[src/rtl/alu_pkg.sv]
// Shared ALU opcode and command-driver state types.
// Used by alu, alu_cmd_driver and the bench.
package alu_pkg;

    typedef enum logic [2:0] {
        OP_ADD = 3'd0,
        OP_SUB = 3'd1,
        OP_AND = 3'd2,
        OP_OR  = 3'd3,
        OP_XOR = 3'd4,
        OP_SHL = 3'd5,
        OP_SHR = 3'd6,
        OP_CMP = 3'd7
    } alu_op_e;

    typedef enum logic [1:0] {
        IDLE   = 2'd0,
        DRIVE  = 2'd1,
        SAMPLE = 2'd2,
        RESP   = 2'd3
    } drv_state_e;

endpackage

[src/rtl/alu_cmd_driver.sv]
// Initiator for the ALU operand/op interface: holds a command on the ALU inputs,
// waits out the registered zero flag and returns a tagged response.
//
// Handshake rule for both streams: a transfer happens on a rising clk edge where
// valid and ready are both high; once valid is raised its payload is held stable
// and valid stays high until that transfer edge.
module alu_cmd_driver
    import alu_pkg::*;
#(
    parameter int WIDTH = 8,
    parameter int TAG_W = 4,
    parameter int CNT_W = 16
) (
    input  logic             clk,
    input  logic             rst,
    input  logic             cmd_valid_i,
    output logic             cmd_ready_o,
    input  logic [WIDTH-1:0] cmd_a_i,
    input  logic [WIDTH-1:0] cmd_b_i,
    input  logic [2:0]       cmd_op_i,
    input  logic [TAG_W-1:0] cmd_tag_i,
    output logic [WIDTH-1:0] alu_a_o,
    output logic [WIDTH-1:0] alu_b_o,
    output logic [2:0]       alu_op_o,
    input  logic [WIDTH-1:0] alu_result_i,
    input  logic             alu_carry_i,
    input  logic             alu_error_i,
    input  logic             alu_zero_i,
    output logic             rsp_valid_o,
    input  logic             rsp_ready_i,
    output logic [WIDTH-1:0] rsp_result_o,
    output logic             rsp_carry_o,
    output logic             rsp_zero_o,
    output logic             rsp_error_o,
    output logic [TAG_W-1:0] rsp_tag_o,
    output logic             rsp_zmis_o,
    output logic [CNT_W-1:0] op_count_o,
    output logic [CNT_W-1:0] err_count_o,
    output drv_state_e       state_o
);

    drv_state_e state_q, state_d;
    logic       load_cmd, cap_result, cap_zero, rsp_done;

    always_ff @(posedge clk or posedge rst) begin
        if (rst) state_q <= IDLE;
        else     state_q <= state_d;
    end

    always_comb begin
        state_d     = state_q;
        cmd_ready_o = 1'b0;
        rsp_valid_o = 1'b0;
        load_cmd    = 1'b0;
        cap_result  = 1'b0;
        cap_zero    = 1'b0;
        rsp_done    = 1'b0;
        unique case (state_q)
            IDLE: begin
                cmd_ready_o = 1'b1;
                if (cmd_valid_i) begin
                    load_cmd = 1'b1;
                    state_d  = DRIVE;
                end
            end
            DRIVE: begin
                cap_result = 1'b1;
                state_d    = SAMPLE;
            end
            SAMPLE: begin
                cap_zero = 1'b1;
                state_d  = RESP;
            end
            RESP: begin
                rsp_valid_o = 1'b1;
                if (rsp_ready_i) begin
                    rsp_done = 1'b1;
                    state_d  = IDLE;
                end
            end
            default: state_d = IDLE;
        endcase
    end

    assign state_o = state_q;

    // ALU inputs keep the last command after completion; only a new accept changes them.
    always_ff @(posedge clk or posedge rst) begin
        if (rst) begin
            alu_a_o   <= '0;
            alu_b_o   <= '0;
            alu_op_o  <= '0;
            rsp_tag_o <= '0;
        end else if (load_cmd) begin
            alu_a_o   <= cmd_a_i;
            alu_b_o   <= cmd_b_i;
            alu_op_o  <= cmd_op_i;
            rsp_tag_o <= cmd_tag_i;
        end
    end

    always_ff @(posedge clk or posedge rst) begin
        if (rst) begin
            rsp_result_o <= '0;
            rsp_carry_o  <= 1'b0;
            rsp_error_o  <= 1'b0;
        end else if (cap_result) begin
            rsp_result_o <= alu_result_i;
            rsp_carry_o  <= alu_carry_i;
            rsp_error_o  <= alu_error_i;
        end
    end

    // The zero flag lags the result by one cycle, so it is judged against the captured result.
    always_ff @(posedge clk or posedge rst) begin
        if (rst) begin
            rsp_zero_o <= 1'b0;
            rsp_zmis_o <= 1'b0;
        end else if (cap_zero) begin
            rsp_zero_o <= alu_zero_i;
            rsp_zmis_o <= alu_zero_i != (rsp_result_o == '0);
        end
    end

    always_ff @(posedge clk or posedge rst) begin
        if (rst) begin
            op_count_o  <= '0;
            err_count_o <= '0;
        end else if (rsp_done) begin
            if (op_count_o != '1) op_count_o <= op_count_o + 1'b1;
            if ((rsp_error_o || rsp_zmis_o) && (err_count_o != '1))
                err_count_o <= err_count_o + 1'b1;
        end
    end

endmodule

[config.mk]
export PLATFORM = sky130hd
export DESIGN_NAME = alu_cmd_driver
export DESIGN_NICKNAME = d
export VERILOG_FILES = /design/src/rtl/alu_pkg.sv /design/src/rtl/alu_cmd_driver.sv
export SDC_FILE = /design/constraint.sdc
export NUM_CORES = 1
export LEC_CHECK = 0
export ABC_AREA = 1
export CORE_UTILIZATION = 50
export DETAILED_ROUTE_END_ITERATION = 12
export PLACE_DENSITY = 0.85
export REMOVE_ABC_BUFFERS = 1
export SLEW_MARGIN = 20
export SYNTH_ARGS = -nofsm -noshare
export SYNTH_HDL_FRONTEND = slang
export SYNTH_SLANG_ARGS = --single-unit
[constraint.sdc]
create_clock -name clk -period 3.3 [get_ports clk]
set_input_delay 0.66 -clock clk [delete_from_list [all_inputs] [get_ports clk]]
set_output_delay 0.66 -clock clk [all_outputs]
set_load 0.01 [all_outputs]
# Word level (Yosys, flattened, before mapping)
# Cells that the tools add are included.
[word_totals]
regBits = 69
out_inout_bits = 71
[op_classes]
addsub = 2
n_eq_ne = 8
mux = 11
n_reduce_logical = 7
[ops]
columns = ["cell", "count"]
rows = [
  ["16-bit by 1-bit adder with 16-bit output, second input constant", 2],
  ["16-bit != test, second input constant", 2],
  ["8-bit logical NOT", 1],
  ["1-bit two-way mux", 8],
  ["2-bit case mux with 4 select lines", 1],
  ["2-bit AND reduction", 3],
  ["2-bit == test, second input constant", 2],
  ["2-bit two-way mux", 2],
  ["2-bit != test, second input constant", 2],
  ["2-bit by 1-bit == test with 1-bit output, second input constant", 1],
  ["2-bit logical NOT", 1],
  ["1-bit logical AND", 1],
  ["1-bit logical OR", 1],
  ["1-bit != test", 1],
]

# Depth between registers and ports, before layout
# Gate-level depths: netlist of run 1.
[depth]
word_depth = 3
depth_mapped = 10
mapped_depth_nobuf = 9

# Worst setup path before layout of run 1
# OpenSTA, ideal clock, no wires.
[synth_timing]
path_type = "register to register"
from = "reg state_q[0] (netlist: state_o[0])"
to = "reg alu_a_o[0]"
setup_time_ns = 0.125
arrival_ns = 1.483
slack_ns = 1.692
stages_incl_launch_ff = 6
path_cell_list = "dfrtp_1 -> inv_1 -> ha_1 -> nand2_1 -> buf_2 -> mux2_2"
[synth_via]
elab_chain_len = 2
[synth_rtl]
columns = ["item", "line_no", "source"]
rows = [
  ["start: declaration", "alu_cmd_driver.sv:42", "drv_state_e state_q, state_d;"],
  ["start signal: assignment", "alu_cmd_driver.sv:47", "else state_q <= state_d;"],
  ["2-bit logical NOT", "alu_cmd_driver.sv:58", "unique case (state_q)"],
  ["1-bit two-way mux", "alu_cmd_driver.sv:58", ""],
  ["end signal: assignment", "alu_cmd_driver.sv:95", "alu_a_o <= cmd_a_i;"],
  ["end: declaration", "alu_cmd_driver.sv:22", "output logic [WIDTH-1:0] alu_a_o,"],
]
# Every way passes these cells.
# A chain may end at the register's enable or synchronous reset.

# Worst setup path in the final report of run 1
[layout_timing]
from = "reg state_q[1] (netlist: state_o[1])"
to = "out cmd_ready_o"
[layout_via]
elab_chain_len = 2
[layout_rtl]
columns = ["item", "line_no", "source"]
rows = [
  ["2-bit logical NOT", "alu_cmd_driver.sv:58", ""],
  ["1-bit two-way mux", "alu_cmd_driver.sv:58", ""],
  ["end: declaration", "alu_cmd_driver.sv:17", "output logic cmd_ready_o,"],
]
# Every way passes these cells.

==> impl_metrics.sql, run 1 <==
INSERT INTO impl_metrics (metric_group, metric, value, unit) VALUES
('outcome', 'run_status', 'finished, violations left', ''),
('outcome', 'failed_checks', 'design-rule violations', ''),
('sta', 'timing.fmax', '0.420', 'GHz'),
('power_and_ir_drop', 'leakage', '2.20', 'nW'),
('floorplan', 'initial_utilization', '0.528', ''),
('final_layout', 'net_count_final', '566', ''),
('floorplan', 'design.die.area', '7190', 'um^2'),
('floorplan', 'design.core.area', '6490', 'um^2'),
('route', 'drt_iter0_drc', '168', ''),
('sta', 'rsz_0062_raised_after_global_routing', 'false', ''),
('worst_setup_path', 'crit_path_end_kind', 'output port', ''),
('worst_setup_path', 'regToRegEndpoint', 'err_count_o[13]', ''),
('floorplan', 'ios', '109', ''),
('route', 'route.detailed.drc', '2', ''),
('logic_synthesis', 'ys_warn_count', '0', ''),
('logic_synthesis', 'synthMostInstantiatedCell', 'sky130_fd_sc_hd__nand2_1', ''),
('logic_synthesis', 'synth_largest_type_area_fraction', '0.503', ''),
('power_and_ir_drop', 'overall_power', '3.58', 'mW'),
('placed_design', 'placement.io_buffers', '108', ''),
('hold_path', 'hold_path.class', 'flip-flop to flip-flop', ''),
('cts', 'cts.htree.levels', '3', ''),
('cts', 'cts_hold_buffers', '0', ''),
('worst_setup_path', 'rr_worst_depth', '9', ''),
('hold_path', 'whs_endpoint', 'rsp_tag_o[0]', ''),
('logic_synthesis', 'synth_enable_flop_cells', '0', ''),
('sta', 'tightest_slew', '0.843', 'ns'),
('sta', 'hold_violations', '0', ''),
('route', 'drt_pass1_iterations', '9', ''),
('flow_run', 'cap_violations', '0', ''),
('cts', 'clock_network_latency_to_the_later_pin_of_the_worst_skew_pair', '0.34', 'ns'),
('route', 'post_detailed_route_count_of_antenna_violating_nets', '0', ''),
('cts', 'clkTransAtPathRegs', '0.08', 'ns'),
('logic_synthesis', 'netlist_top_cells_area', 'sky130_fd_sc_hd__dfrtp_1 (50%), sky130_fd_sc_hd__nand2_1 (16%), sky130_fd_sc_hd__mux2_2 (8.2%), sky130_fd_sc_hd__inv_1 (4.5%), sky130_fd_sc_hd__nor2_1 (3.9%)', ''),
('placed_design', 'place_hpwl', '6190', 'um'),
('worst_setup_path', 'worst_r2r_startpoint', 'err_count_o[0]', ''),
('worst_setup_path', 'critical_path_peak_fanout', '4', ''),
('sta', 'final_setup_violation_count', '0', ''),
('logic_synthesis', 'yosys.area_share.simple', '0.282', ''),
('logic_synthesis', 'synthDistinctLibCells', '24', ''),
('worst_setup_path', 'critPathArrivalTime', '1.72', 'ns'),
('cts', 'cts-root-buf', 'sky130_fd_sc_hd__clkbuf_8', ''),
('logic_synthesis', 'syn_area_per_cell', '8.43', 'um^2'),
('final_layout', 'post_route_cells_drive_above_1_share', '0.0970', ''),
('route', 'route.detailed.wl_per_inst', '14.1', 'um'),
('power_and_ir_drop', 'pwr_dens', '745', 'nW/um^2'),
('logic_synthesis', 'netlist_area_before_placement', '3430', 'um^2'),
('logic_synthesis', 'most_used_flip_flop_cell_after_synthesis', 'sky130_fd_sc_hd__dfrtp_1', ''),
('sta', 'final.setup_skew', '0.00421', 'ns'),
('logic_synthesis', 'seq_area_frac_synth', '0.503', ''),
('logic_synthesis', 'synth-xor-area-share', '0.0230', ''),
('sta', 'setup_tns', '0', 'ns'),
('sta', 'period_minus_slack', '2.38', 'ns'),
('grt', 'antenna_found_initial', '0', ''),
('placed_design', 'pre_cts_ws', '1.05', 'ns'),
('grt', 'grt_overflow', '0', ''),
('logic_synthesis', 'largest_family_of_logic_cells_by_synthesized_area', 'simple AND/OR/NAND/NOR gates', ''),
('logic_synthesis', 'postSynthCellCount', '407', ''),
('final_layout', 'layout-area-overhead-vs-synth', '40.2', '%'),
('grt', 'grt_max_degree', '36', ''),
('sta', 'slew-limit-headroom', '0.437', ''),
('hold_path', 'hold_path.startpoint', 'rsp_tag_o[0]', ''),
('hold_path', 'hold_depth', '1', ''),
('grt', 'track_usage', '0.250', ''),
('floorplan', 'placementRows', '29', ''),
('floorplan', 'fp.dieH', '84.8', 'um'),
('cts', 'clock_tree_from_tritoncts', 'yes', ''),
('sta', 'hold-worst-slack', '0.509', 'ns'),
('final_layout', 'n_antenna_cell', '0', ''),
('cts', 'post_cts.resized_instances', '0', ''),
('logic_synthesis', 'post_synth_most_frequent_cells', 'sky130_fd_sc_hd__nand2_1 (147), sky130_fd_sc_hd__dfrtp_1 (69), sky130_fd_sc_hd__inv_1 (41), sky130_fd_sc_hd__nor2_1 (36), sky130_fd_sc_hd__nand3_1 (26)', ''),
('route', 'avgViaCountPerCell', '5.25', '');
-- worst max path at each step --
stage	cells after the start	start	endpoint
2_1_floorplan	1	rst	alu_a_o[0]
4_1_cts	3	state_o[0]	cmd_ready_o
6_report	3	state_o[1]	cmd_ready_o
3_3_place_gp	6	rsp_ready_i	err_count_o[6]
3_5_place_dp	6	rsp_ready_i	err_count_o[9]
5_1_grt	3	state_o[1]	cmd_ready_o
-- per-stage QoR --
| stage | std cells | cell area [um^2] |
|---|---|---|
| 2_1_floorplan | 398 | 3380 |
| 3_3_place_gp | 587 | 4590 |
| 3_5_place_dp | 587 | 4590 |
| 4_1_cts | 603 | 4810 |
| 5_1_grt | 603 | 4810 |
| 6_report | 603 | 4810 |
-- worst max-delay path, stage by stage, from the launching register on --
cell and delay (ns):
sky130_fd_sc_hd__dfrtp_1 0.43, sky130_fd_sc_hd__inv_1 0.13, sky130_fd_sc_hd__ha_1 0.22, sky130_fd_sc_hd__clkdlybuf4s50_1 0.59
-- cells by family after synthesis --
logic type | count (synthesis)
AO/OA/AOI/OAI | 16
XOR/XNOR | 9
adder cells (fa/ha/maj) | 7
buffers and inverters | 50
flip-flops | 69
multiplexers | 25
AND/OR/NAND/NOR | 231
-- power breakdown --
part | total [mW] | switching (mW) | internal (mW)
registers | 1.32 | 0.198 | 1.12
clock network | 0.771 | 0.342 | 0.429
logic | 1.49 | 0.682 | 0.807
-- registers in the layout (all words and copies together) (netlist names) --
register,count
err_count_o,16
op_count_o,16
alu_a_o,8
alu_b_o,8
rsp_result_o,8
rsp_tag_o,4
alu_op_o,3
state_o,2
rsp_carry_o,1
rsp_error_o,1
rsp_zero_o,1
rsp_zmis_o,1
-- cell usage in the layout (no fill, tap or decap), drive strengths merged --
master | synthesis | layout
nand3 | 26 | 26
dfrtp | 69 | 69
a21oi | 2 | 2
clkinvlp | 0 | 1
nand3b | 10 | 10
clkbuf | 2 | 9
mux2 | 25 | 25
nor2 | 40 | 40
nand2 | 148 | 148
clkdlybuf4s50 | 0 | 108
and3 | 2 | 2
nor3 | 1 | 1
o22ai | 1 | 1
inv | 41 | 42
xnor2 | 1 | 1
o21ai | 12 | 12
nand4 | 4 | 4
ha | 7 | 7
bufinv | 0 | 2
clkinv | 0 | 3
xor2 | 8 | 8
buf | 7 | 4
o21bai | 1 | 1
-- routing by layer --
metal | GRT usage | share of wire
met5 | 0 | 0
met4 | 0.0894 | 0.020
met3 | 0.0807 | 0.086
met2 | 0.422 | 0.49
met1 | 0.302 | 0.40
-- area by class of cell --
class                           instances  area, um^2
Sequential cell                        69        1730
Fill cell                             475        1690
Multi-Input combinational cell        288        1500
Timing Repair Buffer                  112        1110
Inverter                               41         154
Clock buffer                            9         124
Clock inverter                          7        98.8
Tap cell                               77        96.3
Note: power is estimated with default switching activity, not from simulation.
==> inputs of run 2 (changes only) <==
--- a/config.mk
+++ b/config.mk
@@ -6,9 +6,9 @@
 export NUM_CORES = 1
 export LEC_CHECK = 0
 export ABC_AREA = 1
-export CORE_UTILIZATION = 50
+export CORE_UTILIZATION = 47
 export DETAILED_ROUTE_END_ITERATION = 12
-export PLACE_DENSITY = 0.85
+export PLACE_DENSITY = 0.81
 export REMOVE_ABC_BUFFERS = 1
 export SLEW_MARGIN = 20
 export SYNTH_ARGS = -nofsm -noshare
==> constraint.sdc (replaced) <==
create_clock -name clk -period 2.45 [get_ports clk]
set_input_delay 0.49 -clock clk [delete_from_list [all_inputs] [get_ports clk]]
set_output_delay 0.49 -clock clk [all_outputs]
set_load 0.01 [all_outputs]
==> impl_metrics.sql, run 2 (synthesis gave the netlist of run 1 again) <==
INSERT INTO impl_metrics (metric_group, metric, value, unit) VALUES
('sta', 'finalWorstSetupSlack', '0.230', 'ns'),
('power_and_ir_drop', 'leakage', '2.20', 'nW'),
('cts', 'clock_network_latency_to_the_later_pin_of_the_worst_skew_pair', '0.34', 'ns'),
('worst_setup_path', 'worst_path_largest_cell_delay', '0.57', 'ns'),
('sta', 'final.setup_skew', '0.00630', 'ns'),
('final_layout', 'net_count_final', '567', ''),
('floorplan', 'design.core.area', '6910', 'um^2'),
('grt', 'track_usage', '0.225', ''),
('cts', 'cts-root-buf', 'sky130_fd_sc_hd__clkbuf_8', ''),
('worst_setup_path', 'critical_path.startpoint_type', 'flip-flop', ''),
('floorplan', 'ios', '109', ''),
('hold_path', 'hold_path.class', 'flip-flop to flip-flop', ''),
('route', 'drt_pass1_iterations', '4', ''),
('worst_setup_path', 'critical_path_peak_fanout', '4', ''),
('worst_setup_path', 'endpoint_required_time_on_the_critical_path', '1.96', 'ns'),
('sta', 'final_setup_violation_count', '0', ''),
('route', 'via_count', '3082', ''),
('sta', 'period_minus_slack', '2.22', 'ns'),
('placed_design', 'placement.io_buffers', '108', ''),
('cts', 'clock-sinks', '69', ''),
('worst_setup_path', 'crit_path_end_kind', 'output port', ''),
('sta', 'fin_crit_sh', '0.906', ''),
('worst_setup_path', 'crit_type', 'flip-flop to output port', ''),
('placed_design', 'pre_cts_ws', '0.373', 'ns'),
('sta', 'timing.fmax', '0.450', 'GHz'),
('final_layout', 'commonest_non_fill_non_tap_cell_in_the_layout', 'sky130_fd_sc_hd__nand2_1', ''),
('route', 'avgViaCountPerCell', '4.95', ''),
('grt', 'antenna_found_initial', '0', ''),
('worst_setup_path', 'critPathArrivalTime', '1.73', 'ns'),
('sta', 'timing.final.max_slew_violations', '0', ''),
('worst_setup_path', 'critPathSlowestCell', 'sky130_fd_sc_hd__clkdlybuf4s50_1', ''),
('grt', 'grt_pass1_vias', '2959', ''),
('final_layout', 'post_route_cells_drive_above_1_share', '0.0987', ''),
('power_and_ir_drop', 'pwr_dens', '975', 'nW/um^2'),
('cts', 'clock_path_buffers', '2', ''),
('sta', 'slew-limit-headroom', '0.626', ''),
('cts', 'clkTransAtPathRegs', '0.07', 'ns'),
('floorplan', 'initial_utilization', '0.497', ''),
('floorplan', 'floorplan.die.width', '87.4', 'um'),
('placed_design', 'place_congestion', '0.837', ''),
('placed_design', 'place_hpwl', '5830', 'um'),
('flow_run', 'cap_violations', '0', ''),
('worst_setup_path', 'path_buf_inv', '2', ''),
('sta', 'hold_violations', '0', ''),
('cts', 'post_cts.resized_instances', '0', ''),
('route', 'route.detailed.wl_per_inst', '12.9', 'um'),
('route', 'post_detailed_route_count_of_antenna_violating_nets', '0', ''),
('grt', 'grt_overflow', '0', ''),
('sta', 'setup_tns', '0', 'ns'),
('route', 'drt_iter0_drc', '201', ''),
('cts', 'cts.htree.levels', '3', ''),
('sta', 'tightest_slew', '0.561', 'ns'),
('worst_setup_path', 'critical-path-top-delay-family', 'buffers and inverters', ''),
('final_layout', 'layout-area-overhead-vs-synth', '40.8', '%'),
('cts', 'cts_hold_buffers', '0', ''),
('power_and_ir_drop', 'vdd_ir_drop_max', '701', 'uV'),
('worst_setup_path', 'worstPathCellList', 'inv_1, ha_1, clkdlybuf4s50_1', ''),
('grt', 'grt_pass1_wl', '13200', 'um'),
('cts', 'clock_tree_from_tritoncts', 'yes', ''),
('sta', 'rsz_0062_raised_after_global_routing', 'false', ''),
('grt', 'grt_max_degree', '70', ''),
('route', 'wirelength', '8010', 'um'),
('floorplan', 'placementRows', '30', ''),
('route', 'route.detailed.drc', '0', ''),
('floorplan', 'design.die.area', '7640', 'um^2'),
('cts', 'cts_setup_buffers', '0', ''),
('final_layout', 'n_antenna_cell', '0', ''),
('cts', 'cts_buffers', '9', ''),
('outcome', 'run_status', 'finished, final reports clean', ''),
('final_layout', 'largest_regs', 'err_count_o (16), op_count_o (16)', ''),
('final_layout', 'final_cell_mix', 'sky130_fd_sc_hd__nand2_1 (147), sky130_fd_sc_hd__clkdlybuf4s50_1 (108), sky130_fd_sc_hd__dfrtp_1 (69), sky130_fd_sc_hd__inv_1 (40), sky130_fd_sc_hd__nor2_1 (36)', ''),
('floorplan', 'fp.dieH', '87.4', 'um');
run 2: cell types whose count changed in the layout (fill, tap and decap cells not counted):
cell,before,now
sky130_fd_sc_hd__buf_12,0,1
sky130_fd_sc_hd__clkinvlp_4,1,0
sky130_fd_sc_hd__bufinv_16,2,1
sky130_fd_sc_hd__clkinv_4,2,3
sky130_fd_sc_hd__clkinv_2,1,2
run 2: path summary, 6_finish.rpt:
kind	slack, ns	start	depth (start not counted)	end
setup / recovery	0.23	state_o[0]	3	cmd_ready_o
hold / removal	0.49	rsp_zero_o	2	rsp_zero_o
setup reg to reg	0.66	state_o[0]	6	err_count_o[5]
hold reg to reg	0.49	rsp_zero_o	2	rsp_zero_o
max in group asynchronous	1.60	rst	3	alu_op_o[2]
min in group asynchronous	0.55	rst	3	rsp_tag_o[0]
run 2: layout make-up:
cell class                 instances  area (um^2)
multi-input combinational        288         1500
sequential                        69         1730
tap                               96          120
fill                             591         2080
timing repair buffer             113         1130
clock buffer                       9          124
clock inverter                     7         75.1
inverter                          41          154
run 2: power breakdown:
group,switching (mW),total [mW],internal (mW)
Combinational,0.902,2.01,1.11
Sequential,0.255,1.77,1.51
Clock,0.450,0.925,0.475
Total,1.61,4.71,3.10
run 2: worst register-to-register path, cell delays in order, from the launching register on:
cell and delay (ns):
sky130_fd_sc_hd__dfrtp_1 0.42, sky130_fd_sc_hd__ha_1 0.23, sky130_fd_sc_hd__nand2_1 0.20, sky130_fd_sc_hd__inv_1 0.32, sky130_fd_sc_hd__nand3_1 0.31, sky130_fd_sc_hd__nand2_1 0.15, sky130_fd_sc_hd__nand2_1 0.06
run 2: per-stage QoR:
stage | hold slack [ns] | cell area [um^2] | total power [mW] | cells | util
floorplan | 0.505 | 3380 | 2.70 | 398 | -
global placement | 0.456 | 4630 | 3.74 | 607 | 0.670
detailed placement | 0.458 | 4630 | 3.82 | 607 | 0.670
CTS | 0.496 | 4830 | 4.76 | 623 | 0.699
global route | 0.510 | 4830 | 5.01 | 623 | 0.699
finish | 0.486 | 4830 | 4.71 | 623 | 0.699
run 2: per-layer routing:
metal  global-route usage  part of all wire
met3               0.0664             0.074
met5                    0                 0
met4                0.104             0.019
met1                0.277              0.41
met2                0.364              0.49
==> inputs of run 3 (changes only) <==
--- a/config.mk
+++ b/config.mk
@@ -5,10 +5,10 @@
 export SDC_FILE = /design/constraint.sdc
 export NUM_CORES = 1
 export LEC_CHECK = 0
-export ABC_AREA = 1
-export CORE_UTILIZATION = 47
+export CORE_UTILIZATION = 44
 export DETAILED_ROUTE_END_ITERATION = 12
-export PLACE_DENSITY = 0.81
+export GPL_TIMING_DRIVEN = 0
+export PLACE_DENSITY = 0.79
 export REMOVE_ABC_BUFFERS = 1
 export SLEW_MARGIN = 20
 export SYNTH_ARGS = -nofsm -noshare
==> impl_metrics.sql, run 3 <==
INSERT INTO impl_metrics (metric_group, metric, value, unit) VALUES
('outcome', 'run_status', 'finished, violations left', ''),
('outcome', 'failed_checks', 'design-rule violations', ''),
('power_and_ir_drop', 'leakage', '1.86', 'nW'),
('route', 'route.detailed.wl_per_inst', '14.9', 'um'),
('floorplan', 'design.die.area', '7050', 'um^2'),
('final_layout', 'finish.instance_area', '4370', 'um^2'),
('route', 'avgViaCountPerCell', '5.12', ''),
('cts', 'clock-sinks', '69', ''),
('cts', 'cts-root-buf', 'sky130_fd_sc_hd__clkbuf_8', ''),
('power_and_ir_drop', 'overall_power', '4.72', 'mW'),
('grt', 'antenna_found_initial', '0', ''),
('worst_setup_path', 'crit_path_end_kind', 'output port', ''),
('logic_synthesis', 'synth_enable_flop_cells', '0', ''),
('sta', 'tightest_slew', '0.964', 'ns'),
('logic_synthesis', 'most_used_flip_flop_cell_after_synthesis', 'sky130_fd_sc_hd__dfrtp_1', ''),
('floorplan', 'design.core.area', '6420', 'um^2'),
('cts', 'clock_tree_from_tritoncts', 'yes', ''),
('worst_setup_path', 'critical_path.startpoint_type', 'flip-flop', ''),
('final_layout', 'commonest_non_fill_non_tap_cell_in_the_layout', 'sky130_fd_sc_hd__clkdlybuf4s50_1', ''),
('sta', 'hold-worst-slack', '0.493', 'ns'),
('floorplan', 'placementRows', '29', ''),
('grt', 'grt_pass1_wl', '10300', 'um'),
('logic_synthesis', 'synth_largest_type_area_fraction', '0.584', ''),
('cts', 'post_cts.resized_instances', '0', ''),
('hold_path', 'hold_path.startpoint', 'op_count_o[15]', ''),
('placed_design', 'place_hpwl', '4610', 'um'),
('worst_setup_path', 'worstPathCellList', 'inv_1, ha_1, clkdlybuf4s50_1', ''),
('sta', 'fin_crit_sh', '0.879', ''),
('grt', 'grt_pass1_vias', '2176', ''),
('sta', 'final_setup_violation_count', '0', ''),
('logic_synthesis', 'netlist_area_before_placement', '2960', 'um^2'),
('worst_setup_path', 'critical-path-top-delay-family', 'buffers and inverters', ''),
('placed_design', 'dp_cells', '404', ''),
('logic_synthesis', 'synthDistinctLibCells', '32', ''),
('final_layout', 'finish.utilization', '0.680', ''),
('placed_design', 'placement.io_buffers', '108', ''),
('logic_synthesis', 'syn_area_per_cell', '13.3', 'um^2'),
('logic_synthesis', 'post_synth_most_frequent_cells', 'sky130_fd_sc_hd__dfrtp_1 (69), sky130_fd_sc_hd__mux2_2 (36), sky130_fd_sc_hd__xnor2_1 (19), sky130_fd_sc_hd__nand2_1 (13)', ''),
('cts', 'clock_network_latency_to_the_later_pin_of_the_worst_skew_pair', '0.33', 'ns'),
('worst_setup_path', 'critical_path_peak_fanout', '4', ''),
('final_layout', 'n_antenna_cell', '0', ''),
('grt', 'track_usage', '0.186', ''),
('sta', 'timing.fmax', '0.464', 'GHz'),
('sta', 'slew-limit-headroom', '0.356', ''),
('logic_synthesis', 'seq_area_frac_synth', '0.584', ''),
('worst_setup_path', 'critical_path.startpoint', 'state_o[0]', ''),
('flow_run', 'cap_violations', '0', ''),
('floorplan', 'initial_utilization', '0.460', ''),
('final_layout', 'layout-area-overhead-vs-synth', '47.7', '%'),
('final_layout', 'final_cell_mix', 'sky130_fd_sc_hd__clkdlybuf4s50_1 (108), sky130_fd_sc_hd__dfrtp_1 (69), sky130_fd_sc_hd__mux2_2 (36), sky130_fd_sc_hd__xnor2_1 (19), sky130_fd_sc_hd__nand2_1 (13)', ''),
('floorplan', 'fp.dieH', '84.0', 'um'),
('logic_synthesis', 'postSynthCellCount', '222', ''),
('grt', 'grt_max_degree', '41', ''),
('logic_synthesis', 'synthMostInstantiatedCell', 'sky130_fd_sc_hd__dfrtp_1', ''),
('hold_path', 'hold_path.class', 'flip-flop to flip-flop', ''),
('grt', 'grt_overflow', '0', ''),
('final_layout', 'largest_regs', 'err_count_o (16), op_count_o (16)', ''),
('final_layout', 'net_count_final', '383', ''),
('cts', 'clkTransAtPathRegs', '0.08', 'ns'),
('cts', 'cts.htree.levels', '3', ''),
('sta', 'setup_tns', '0', 'ns'),
('power_and_ir_drop', 'pwr_dens', '1080', 'nW/um^2'),
('logic_synthesis', 'ys_ff_latch', '69', ''),
('worst_setup_path', 'critPathArrivalTime', '1.66', 'ns'),
('worst_setup_path', 'endpoint_required_time_on_the_critical_path', '1.96', 'ns'),
('cts', 'cts_hold_buffers', '0', ''),
('worst_setup_path', 'worst_r2r_startpoint', 'state_o[1]', ''),
('route', 'route.detailed.drc', '18', ''),
('worst_setup_path', 'crit_type', 'flip-flop to output port', ''),
('route', 'drt_iter0_drc', '74', ''),
('worst_setup_path', 'path_buf_inv', '2', ''),
('cts', 'clock_path_buffers', '2', ''),
('cts', 'cts_buffers', '9', ''),
('logic_synthesis', 'netlist_top_cells_area', 'sky130_fd_sc_hd__dfrtp_1 (58%), sky130_fd_sc_hd__mux2_2 (14%), sky130_fd_sc_hd__xnor2_1 (5.6%), sky130_fd_sc_hd__xor2_1 (3.6%), sky130_fd_sc_hd__ha_1 (3.0%)', ''),
('worst_setup_path', 'worst_path_largest_cell_delay', '0.57', 'ns'),
('logic_synthesis', 'synth_async_sr_flop_share', '1.00', ''),
('sta', 'hold_violations', '0', ''),
('sta', 'rsz_0062_raised_after_global_routing', 'false', ''),
('placed_design', 'place_congestion', '0.722', ''),
('floorplan', 'floorplan.die.width', '84.0', 'um'),
('logic_synthesis', 'yosys.area.top_type', 'sky130_fd_sc_hd__dfrtp_1', ''),
('final_layout', 'post_route_cells_drive_above_1_share', '0.178', ''),
('sta', 'period_minus_slack', '2.15', 'ns'),
('logic_synthesis', 'ys_warn_count', '0', ''),
('cts', 'cts_setup_buffers', '0', ''),
('worst_setup_path', 'critPathSlowestCell', 'sky130_fd_sc_hd__clkdlybuf4s50_1', ''),
('sta', 'final.setup_skew', '0.00905', 'ns'),
('route', 'drt_pass1_iterations', '8', ''),
('placed_design', 'placement.cell_area', '4140', 'um^2'),
('route', 'wirelength', '6250', 'um'),
('floorplan', 'ios', '109', ''),
('final_layout', 'finalNonFillerCells', '420', ''),
('route', 'via_count', '2151', ''),
('power_and_ir_drop', 'vdd_ir_drop_max', '777', 'uV'),
('sta', 'timing.final.max_slew_violations', '0', ''),
('sta', 'finalWorstSetupSlack', '0.297', 'ns'),
('placed_design', 'pre_cts_ws', '0.122', 'ns'),
('route', 'post_detailed_route_count_of_antenna_violating_nets', '0', '');
[run 3: changes by cell type after synthesis, sizes merged, moves of 3 or more]
| cell | before | now |
|---|---|---|
| nand4 | 4 | 13 |
| nor2 | 40 | 10 |
| mux2 | 25 | 37 |
| and4 | 0 | 3 |
| nand3 | 26 | 7 |
| buf | 7 | 2 |
| o21ai | 12 | 1 |
| nand3b | 10 | 0 |
| nand2 | 148 | 13 |
| nor3 | 1 | 5 |
| xnor2 | 1 | 19 |
| xor2 | 8 | 12 |
| inv | 41 | 7 |
[run 3: cells by family after synthesis]
kind of cell / share of synthesized area
simple gates: 0.126
compound gates: 0.0135
mux: 0.141
fa+ha+maj: 0.0296
flops: 0.584
buf+inv: 0.0140
xor+xnor: 0.0918
[run 3: layer usage]
metal	global-route usage	part of all wire	up-vias
met3	0.0455	0.063	13
met5	0	0	-
met2	0.317	0.51	69
met4	0.0831	0.018	0
met1	0.222	0.41	1051
li1	-	-	1018
[run 3: path summary, 6_finish.rpt]
path                                  end  slack (ns)  cells past startpoint
min                        op_count_o[15]        0.49                      1
max                           cmd_ready_o        0.30                      3
min reg2reg                op_count_o[15]        0.49                      1
max in group asynchronous   op_count_o[7]        1.41                      3
max reg2reg                  rsp_tag_o[1]        0.44                      4
min in group asynchronous   op_count_o[1]        0.50                      2
[run 3: cell type report]
type | count | area [um^2]
repair buffers | 109 | 1100
flip-flops and latches | 69 | 1730
inverters | 7 | 28.8
clock buffers | 11 | 141
fillers | 503 | 2060
well taps | 77 | 96.3
multi-input cells | 142 | 1190
clock inverters | 5 | 83.8
[run 3: power by group]
part,internal [mW],switching [mW],total [mW]
registers,1.53,0.290,1.82
logic,1.16,0.704,1.87
clock network,0.603,0.433,1.04
